File: src/rtl/nes_pad_reader.sv
// NES game-pad poller: drives latch/clock strobes, shifts in the 8 buttons and turns
// button edges, auto-repeat and held Down into one-cycle Tetris move commands.
module nes_pad_reader #(
  parameter int unsigned POLL_CYCLES      = 833333,
  parameter int unsigned LATCH_CYCLES     = 600,
  parameter int unsigned HALF_BIT_CYCLES  = 300,
  parameter int unsigned DAS_POLLS        = 10,
  parameter int unsigned ARR_POLLS        = 3,
  parameter int unsigned RESET_HOLD_POLLS = 60
) (
  input  logic       clk,
  input  logic       reset,
  input  logic       nes_in,
  output logic       nes_latch,
  output logic       nes_clk,
  output logic [3:0] button_data_out,
  output logic [7:0] buttons_raw,
  output logic       nes_reset
);

  localparam int unsigned PollW = $clog2(POLL_CYCLES);
  localparam int unsigned PhMax = (LATCH_CYCLES > HALF_BIT_CYCLES) ? LATCH_CYCLES
                                                                  : HALF_BIT_CYCLES;
  localparam int unsigned PhW   = $clog2(PhMax + 1);
  localparam int unsigned DasW  = $clog2(DAS_POLLS + ARR_POLLS + 1);
  localparam int unsigned HoldW = $clog2(RESET_HOLD_POLLS + 1);

  localparam logic [3:0] CmdNone     = 4'd0;
  localparam logic [3:0] CmdLeft     = 4'd1;
  localparam logic [3:0] CmdRight    = 4'd2;
  localparam logic [3:0] CmdDown     = 4'd3;
  localparam logic [3:0] CmdRotCw    = 4'd4;
  localparam logic [3:0] CmdRotCcw   = 4'd5;
  localparam logic [3:0] CmdHardDrop = 4'd6;
  localparam logic [3:0] CmdPause    = 4'd7;

  typedef enum logic [2:0] {
    StIdle, StLatch, StGap, StHigh, StLow, StDecode, StEmit
  } state_e;

  state_e             state_q, state_d;
  logic [1:0]         sync_q;
  logic [PollW-1:0]   poll_q;
  logic [PhW-1:0]     ph_q, ph_d;
  logic [2:0]         bit_q, bit_d;
  logic [7:0]         sample_q, sample_d;
  logic [7:0]         raw_q;
  logic [3:0]         cmd_q, cmd_d;
  logic               rst_pulse_q, rst_pulse_d;
  logic [DasW-1:0]    left_cnt_q, left_cnt_d, right_cnt_q, right_cnt_d;
  logic               armed_q, armed_d;
  logic [HoldW-1:0]   hold_q, hold_d;

  logic               poll_wrap, pressed, half_done;
  logic [7:0]         rise;
  logic               both_dirs, left_rep, right_rep, combo;
  logic [HoldW-1:0]   hold_inc;

  assign poll_wrap = (poll_q == PollW'(POLL_CYCLES - 1));
  assign pressed   = ~sync_q[1];
  assign half_done = (ph_q == PhW'(HALF_BIT_CYCLES - 1));

  // Counter clears on a new press or release; after DAS it cycles DAS..DAS+ARR-1.
  function automatic logic [DasW-1:0] das_next(input logic held, input logic fresh,
                                               input logic [DasW-1:0] cnt);
    logic [DasW-1:0] inc;
    inc = cnt + 1'b1;
    if (!held || fresh) begin
      return '0;
    end else if (inc == DasW'(DAS_POLLS + ARR_POLLS)) begin
      return DasW'(DAS_POLLS);
    end
    return inc;
  endfunction

  always_ff @(posedge clk or posedge reset) begin
    if (reset) begin
      sync_q <= 2'b11;
      poll_q <= '0;
    end else begin
      sync_q <= {sync_q[0], nes_in};
      poll_q <= poll_wrap ? '0 : poll_q + 1'b1;
    end
  end

  always_comb begin
    state_d  = state_q;
    ph_d     = ph_q;
    bit_d    = bit_q;
    sample_d = sample_q;
    unique case (state_q)
      StIdle: begin
        if (poll_wrap) begin
          state_d = StLatch;
          ph_d    = '0;
        end
      end
      StLatch: begin
        if (ph_q == PhW'(LATCH_CYCLES - 1)) begin
          state_d = StGap;
          ph_d    = '0;
        end else begin
          ph_d = ph_q + 1'b1;
        end
      end
      StGap: begin
        if (half_done) begin
          sample_d[0] = pressed;
          bit_d       = 3'd1;
          state_d     = StHigh;
          ph_d        = '0;
        end else begin
          ph_d = ph_q + 1'b1;
        end
      end
      StHigh: begin
        if (half_done) begin
          state_d = StLow;
          ph_d    = '0;
        end else begin
          ph_d = ph_q + 1'b1;
        end
      end
      StLow: begin
        if (half_done) begin
          sample_d[bit_q] = pressed;
          ph_d            = '0;
          if (bit_q == 3'd7) begin
            state_d = StDecode;
          end else begin
            bit_d   = bit_q + 1'b1;
            state_d = StHigh;
          end
        end else begin
          ph_d = ph_q + 1'b1;
        end
      end
      StDecode: state_d = StEmit;
      StEmit:   state_d = StIdle;
      default:  state_d = StIdle;
    endcase
  end

  always_ff @(posedge clk or posedge reset) begin
    if (reset) begin
      state_q  <= StIdle;
      ph_q     <= '0;
      bit_q    <= '0;
      sample_q <= '0;
    end else begin
      state_q  <= state_d;
      ph_q     <= ph_d;
      bit_q    <= bit_d;
      sample_q <= sample_d;
    end
  end

  // Decode: raw_q still holds the previous poll's sample here.
  always_comb begin
    rise        = sample_q & ~raw_q;
    both_dirs   = sample_q[6] & sample_q[7];
    left_cnt_d  = das_next(sample_q[6], rise[6], left_cnt_q);
    right_cnt_d = das_next(sample_q[7], rise[7], right_cnt_q);
    left_rep    = sample_q[6] && !rise[6] && !both_dirs && (left_cnt_d == DasW'(DAS_POLLS));
    right_rep   = sample_q[7] && !rise[7] && !both_dirs && (right_cnt_d == DasW'(DAS_POLLS));

    cmd_d = CmdNone;
    if (rise[0])                       cmd_d = CmdRotCw;
    else if (rise[1])                  cmd_d = CmdRotCcw;
    else if (rise[4])                  cmd_d = CmdHardDrop;
    else if (rise[6])                  cmd_d = CmdLeft;
    else if (rise[7])                  cmd_d = CmdRight;
    else if (rise[3] && !sample_q[2])  cmd_d = CmdPause;
    else if (left_rep)                 cmd_d = CmdLeft;
    else if (right_rep)                cmd_d = CmdRight;
    else if (sample_q[5])              cmd_d = CmdDown;

    combo       = sample_q[2] & sample_q[3];
    hold_inc    = hold_q + 1'b1;
    armed_d     = armed_q;
    hold_d      = '0;
    rst_pulse_d = 1'b0;
    if (!combo) begin
      armed_d = 1'b1;
    end else if (armed_q) begin
      if (hold_inc == HoldW'(RESET_HOLD_POLLS)) begin
        rst_pulse_d = 1'b1;
        armed_d     = 1'b0;
      end else begin
        hold_d = hold_inc;
      end
    end
  end

  always_ff @(posedge clk or posedge reset) begin
    if (reset) begin
      raw_q       <= '0;
      cmd_q       <= CmdNone;
      rst_pulse_q <= 1'b0;
      left_cnt_q  <= '0;
      right_cnt_q <= '0;
      armed_q     <= 1'b0;
      hold_q      <= '0;
    end else if (state_q == StDecode) begin
      raw_q       <= sample_q;
      cmd_q       <= cmd_d;
      rst_pulse_q <= rst_pulse_d;
      left_cnt_q  <= left_cnt_d;
      right_cnt_q <= right_cnt_d;
      armed_q     <= armed_d;
      hold_q      <= hold_d;
    end
  end

  assign nes_latch       = (state_q == StLatch);
  assign nes_clk         = (state_q == StHigh);
  assign button_data_out = (state_q == StEmit) ? cmd_q : CmdNone;
  assign nes_reset       = (state_q == StEmit) && rst_pulse_q;
  assign buttons_raw     = raw_q;

endmodule

File: config.mk
export PLATFORM = sky130hd
export DESIGN_NAME = nes_pad_reader
export DESIGN_NICKNAME = d
export VERILOG_FILES = /design/src/rtl/nes_pad_reader.sv
export SDC_FILE = /design/constraint.sdc
export NUM_CORES = 1
export LEC_CHECK = 0
export CAP_MARGIN = 0
export CORE_MARGIN = 2
export CORE_UTILIZATION = 31
export CTS_CLUSTER_DIAMETER = 200
export DETAILED_ROUTE_END_ITERATION = 6
export SKIP_LAST_GASP = 1
export SYNTH_ARGS = -nofsm -noshare
export SYNTH_HDL_FRONTEND = slang
export SYNTH_SLANG_ARGS = --single-unit
export TNS_END_PERCENT = 10
File: constraint.sdc
create_clock -name clk -period 4.9 [get_ports clk]
set_input_delay 0.49 -clock clk [delete_from_list [all_inputs] [get_ports clk]]
set_output_delay 0.49 -clock clk [all_outputs]
set_load 0.03 [all_outputs]
==> results.tsv <==
stage	metric	value	unit
run_status	status	complete, no violations	
clocking	CTS resizes	0	
synth	Seq cells post-synth	73	
synth	xor/xnor share of the synthesized area	6.171	%
timing	PnR worst setup slack	2.248	ns
worst_setup_path	critical-path maximum fanout	17	
finish	nets@finish	440	
timing	post-route setup TNS	0	ns
placement	Routability Congestion	0.8017	
finish	area grow syn2layout	16.03	%
drt	DRT iter0 DRCs	170	
drt	Pre-Repair DR Iteration Count	4	
timing	Final setup violation count	0	
worst_setup_path	CP max stage cell	clkdlybuf4s50_1	
global_route	GRT Util Overall	13.39	%
worst_setup_path	Crit path buffers/inverters	1	
global_route	largest net degree at the start of global routing	39	
synth	Post-synth EDFFs	0	
placement	HPWL Detailed	5.458	mm
drt	vias post-DR	3010	
timing	Tmin final	2.652	ns
timing	final slew viol count	0	
pwr	Pwr Total	1.325	mW
synth	Synth Area per Inst	9.599	um2
clocking	CTS Sinks	73	
drt	wire per inst	13.45	um
drt	drt drc	0	
floorplanning	Die X-Extent	117.2	um
worst_setup_path	CP Capture Type	output pin	
clocking	Post-CTS Setup Inserts	0	
synth	Post-Synth Simple-Gate Area	23.49	%
floorplanning	I/O pins	18	
timing	Layout Skew	0.007303	ns
synth	Main synth FF type	dfrtp_1	
floorplanning	Die Footprint	0.01374	mm2
synth	Synth top area share	44.71	%
global_route	vias in the first global route	3071	
synth	Syn Inst Count	414	
worst_setup_path	CP Data Required Time	4.41	ns
worst_setup_path	Worst path max stage delay	0.66	ns
pwr	peak supply drop	0.0001811	V
drt	antenna-violating nets left	0	
synth	register area share after synthesis	46.03	%
timing	Highest Clock Rate	377.1	MHz
finish	layout cells sized above 1	7.193	%
synth	Ys Warns	0	
drt	Vias/cell	4.992	
global_route	Congestion Overflow GR	0	
timing	Slew HR	43.31	%
clocking	CTS Hold Bufs	0	
flow_run	total of max-cap violations	0	
drt	routed wire length	8.109	mm
placement	Post-Place Cells	587	
timing	Final period util	54.12	%
synth	mapped cell area	0.003974	mm2
global_route	antenna violations before repair	0	
synth	post-synth net total	428	
worst_setup_path	crit path launch type	flop	
clocking	TritonCTS Buffers	9	
clocking	clk_lat worst skew	0.34	ns
clocking	H-tree lvl count	3	
synth	count of cell types in the netlist	61	
worst_setup_path	Setup Crit Path Kind	flop to output pin	
placement	port bufs	16	
synth	FFs w/ async S/R, synth	100.0	%
synth	area leader, netlist	dfrtp_1	
placement	pre-CTS WS	2.479	ns
clocking	Clock Root Buffer	clkbuf_16	
timing	final hold viol count	0	
worst_setup_path	Arrival @ worst endpoint	2.16	ns
worst_setup_path	worst-path cell chain	nand2_1, nor2_1, and2_1, clkdlybuf4s50_1	
synth	Synth Area in Compound Gates	13.60	%
synth	synth top area cells	dfrtp_1 (45%), nand2_1 (4.3%), xnor2_1 (3.7%)	
floorplanning	Die Ht	117.2	um
clocking	CTS Buffer Depth	2	
floorplanning	# rows	41	
clocking	clock-pin slew on the worst setup and hold paths	0.06	ns
clocking	CTS tree	built	
synth	post-synthesis mux area share	3.180	%
pwr	pwr dens	287.4	mW/mm2
pwr	Lkg Pwr	2.010	nW
synth	largest family of logic cells by synthesized area	simple AND/OR/NAND/NOR gates	
finish	number of diodes	0	
timing	worst slew pin tran	0.8439	ns
timing	Hold Slack	0.3683	ns
synth	Synth Area in Adders	3.463	%
timing	RSZ-0062 raised after global routing	no	
worst_hold_path	Hold WC Path Type	flop to flop	
floorplanning	initial core utilization	31.62	%
worst_setup_path	CP top delay family	buffers and inverters	
floorplanning	core area	0.01257	mm2
global_route	first-pass GRT wire length	14.62	mm
finish	Non-Filler Instances	603	
==> where the power goes <==
part | switching, mW | internal, mW
Sequential | 0.00123 | 0.604
Combinational | 0.0129 | 0.00214
Clock | 0.259 | 0.445
==> registers in the layout (all words and copies together) (netlist names) <==
signal       count
poll_q          20
ph_q            10
buttons_raw      8
sample_q         8
hold_q           6
left_cnt_q       4
right_cnt_q      4
bit_q            3
cmd_q            3
state_q          3
sync_q           2
armed_q          1
rst_pulse_q      1
==> layer usage <==
layer | vias up | track usage, % | wire length [um]
met5 | - | 0 | 0
met4 | 0 | 3.686 | 93
met3 | 11 | 3.450 | 254
met2 | 31 | 22.99 | 3911
met1 | 1481 | 16.72 | 3850
li1 | 1487 | - | -
==> cells in the final DEF (no fill, tap or decap), types with 3 or more instances in the layout <==
master | netlist | layout
mux2i_1 | 10 | 10
and4_1 | 3 | 3
and2_1 | 8 | 8
nand2_1 | 45 | 45
xor2_1 | 11 | 11
or3_1 | 3 | 3
nor3b_1 | 6 | 6
nand3_1 | 20 | 20
nand4b_1 | 3 | 3
a21o_1 | 3 | 3
clkdlybuf4s50_1 | 0 | 16
nand4_1 | 11 | 11
ha_1 | 11 | 11
nor4b_1 | 3 | 3
inv_1 | 23 | 22
nor2_1 | 24 | 24
nand2b_1 | 12 | 12
clkbuf_16 | 0 | 9
clkinv_2 | 0 | 3
nor3_1 | 8 | 8
o21ai_0 | 26 | 26
and3_1 | 5 | 5
a31oi_1 | 5 | 5
dfrtp_1 | 71 | 71
a21oi_1 | 6 | 6
xnor2_1 | 17 | 17
nor2b_1 | 6 | 6
a22o_1 | 12 | 12
nor4_1 | 3 | 3
o31ai_1 | 4 | 4
==> kinds of logic after synthesis <==
kind of cell             count (synthesis)
AO/OA/AOI/OAI                           79
XOR/XNOR                                28
adder cells (fa/ha/maj)                 11
buffers and inverters                   40
flip-flops                              73
multiplexers                            12
other                                    1
AND/OR/NAND/NOR                        170
==> final timing paths <==
check,start,to,slack (ns),cells after the start
max in group asynchronous,reset,sync_q[0]$_DFF_PP1_,3.26,3
hold reg to reg,sync_q[0]$_DFF_PP1_,sync_q[1]$_DFF_PP1_,0.37,0
hold / removal,sync_q[0]$_DFF_PP1_,sync_q[1]$_DFF_PP1_,0.37,0
setup / recovery,state_q[1]$_DFFE_PP0P_,button_data_out[2],2.25,4
min in group asynchronous,reset,hold_q[4]$_DFFE_PP0P_,0.64,2
setup reg to reg,poll_q[6]$_DFF_PP0_,ph_q[0]$_DFFE_PP0P_,2.53,5
==> cells in the mapped netlist (all sizes together), types with 8 or more instances <==
master,count
nand3,20
nand2,45
nor2,24
clkbuf,12
xor2,11
nand2b,12
nand4,11
a22o,12
inv,23
o21ai,27
and2,8
nor3,8
mux2i,10
xnor2,17
ha,11
dfrtp,71
==> metrics by stage <==
| stage | util, % | instance area, um2 |
|---|---|---|
| after global placement | 34.16 | 4293 |
| final | 36.68 | 4611 |
| after global routing | 36.68 | 4611 |
| after detailed placement | 34.16 | 4293 |
| after CTS | 36.68 | 4611 |
| after floorplan | - | 3974 |
==> layout make-up <==
cell class,count,area (um2)
flip-flops and latches,73,1829
fillers,1273,7958
inverters,23,86.33
clock inverters,7,92.59
well taps,172,215.2
multi-input cells,301,1987
clock buffers,9,225.2
repair buffers,18,175.2
Note: power is estimated with default switching activity, not from simulation.
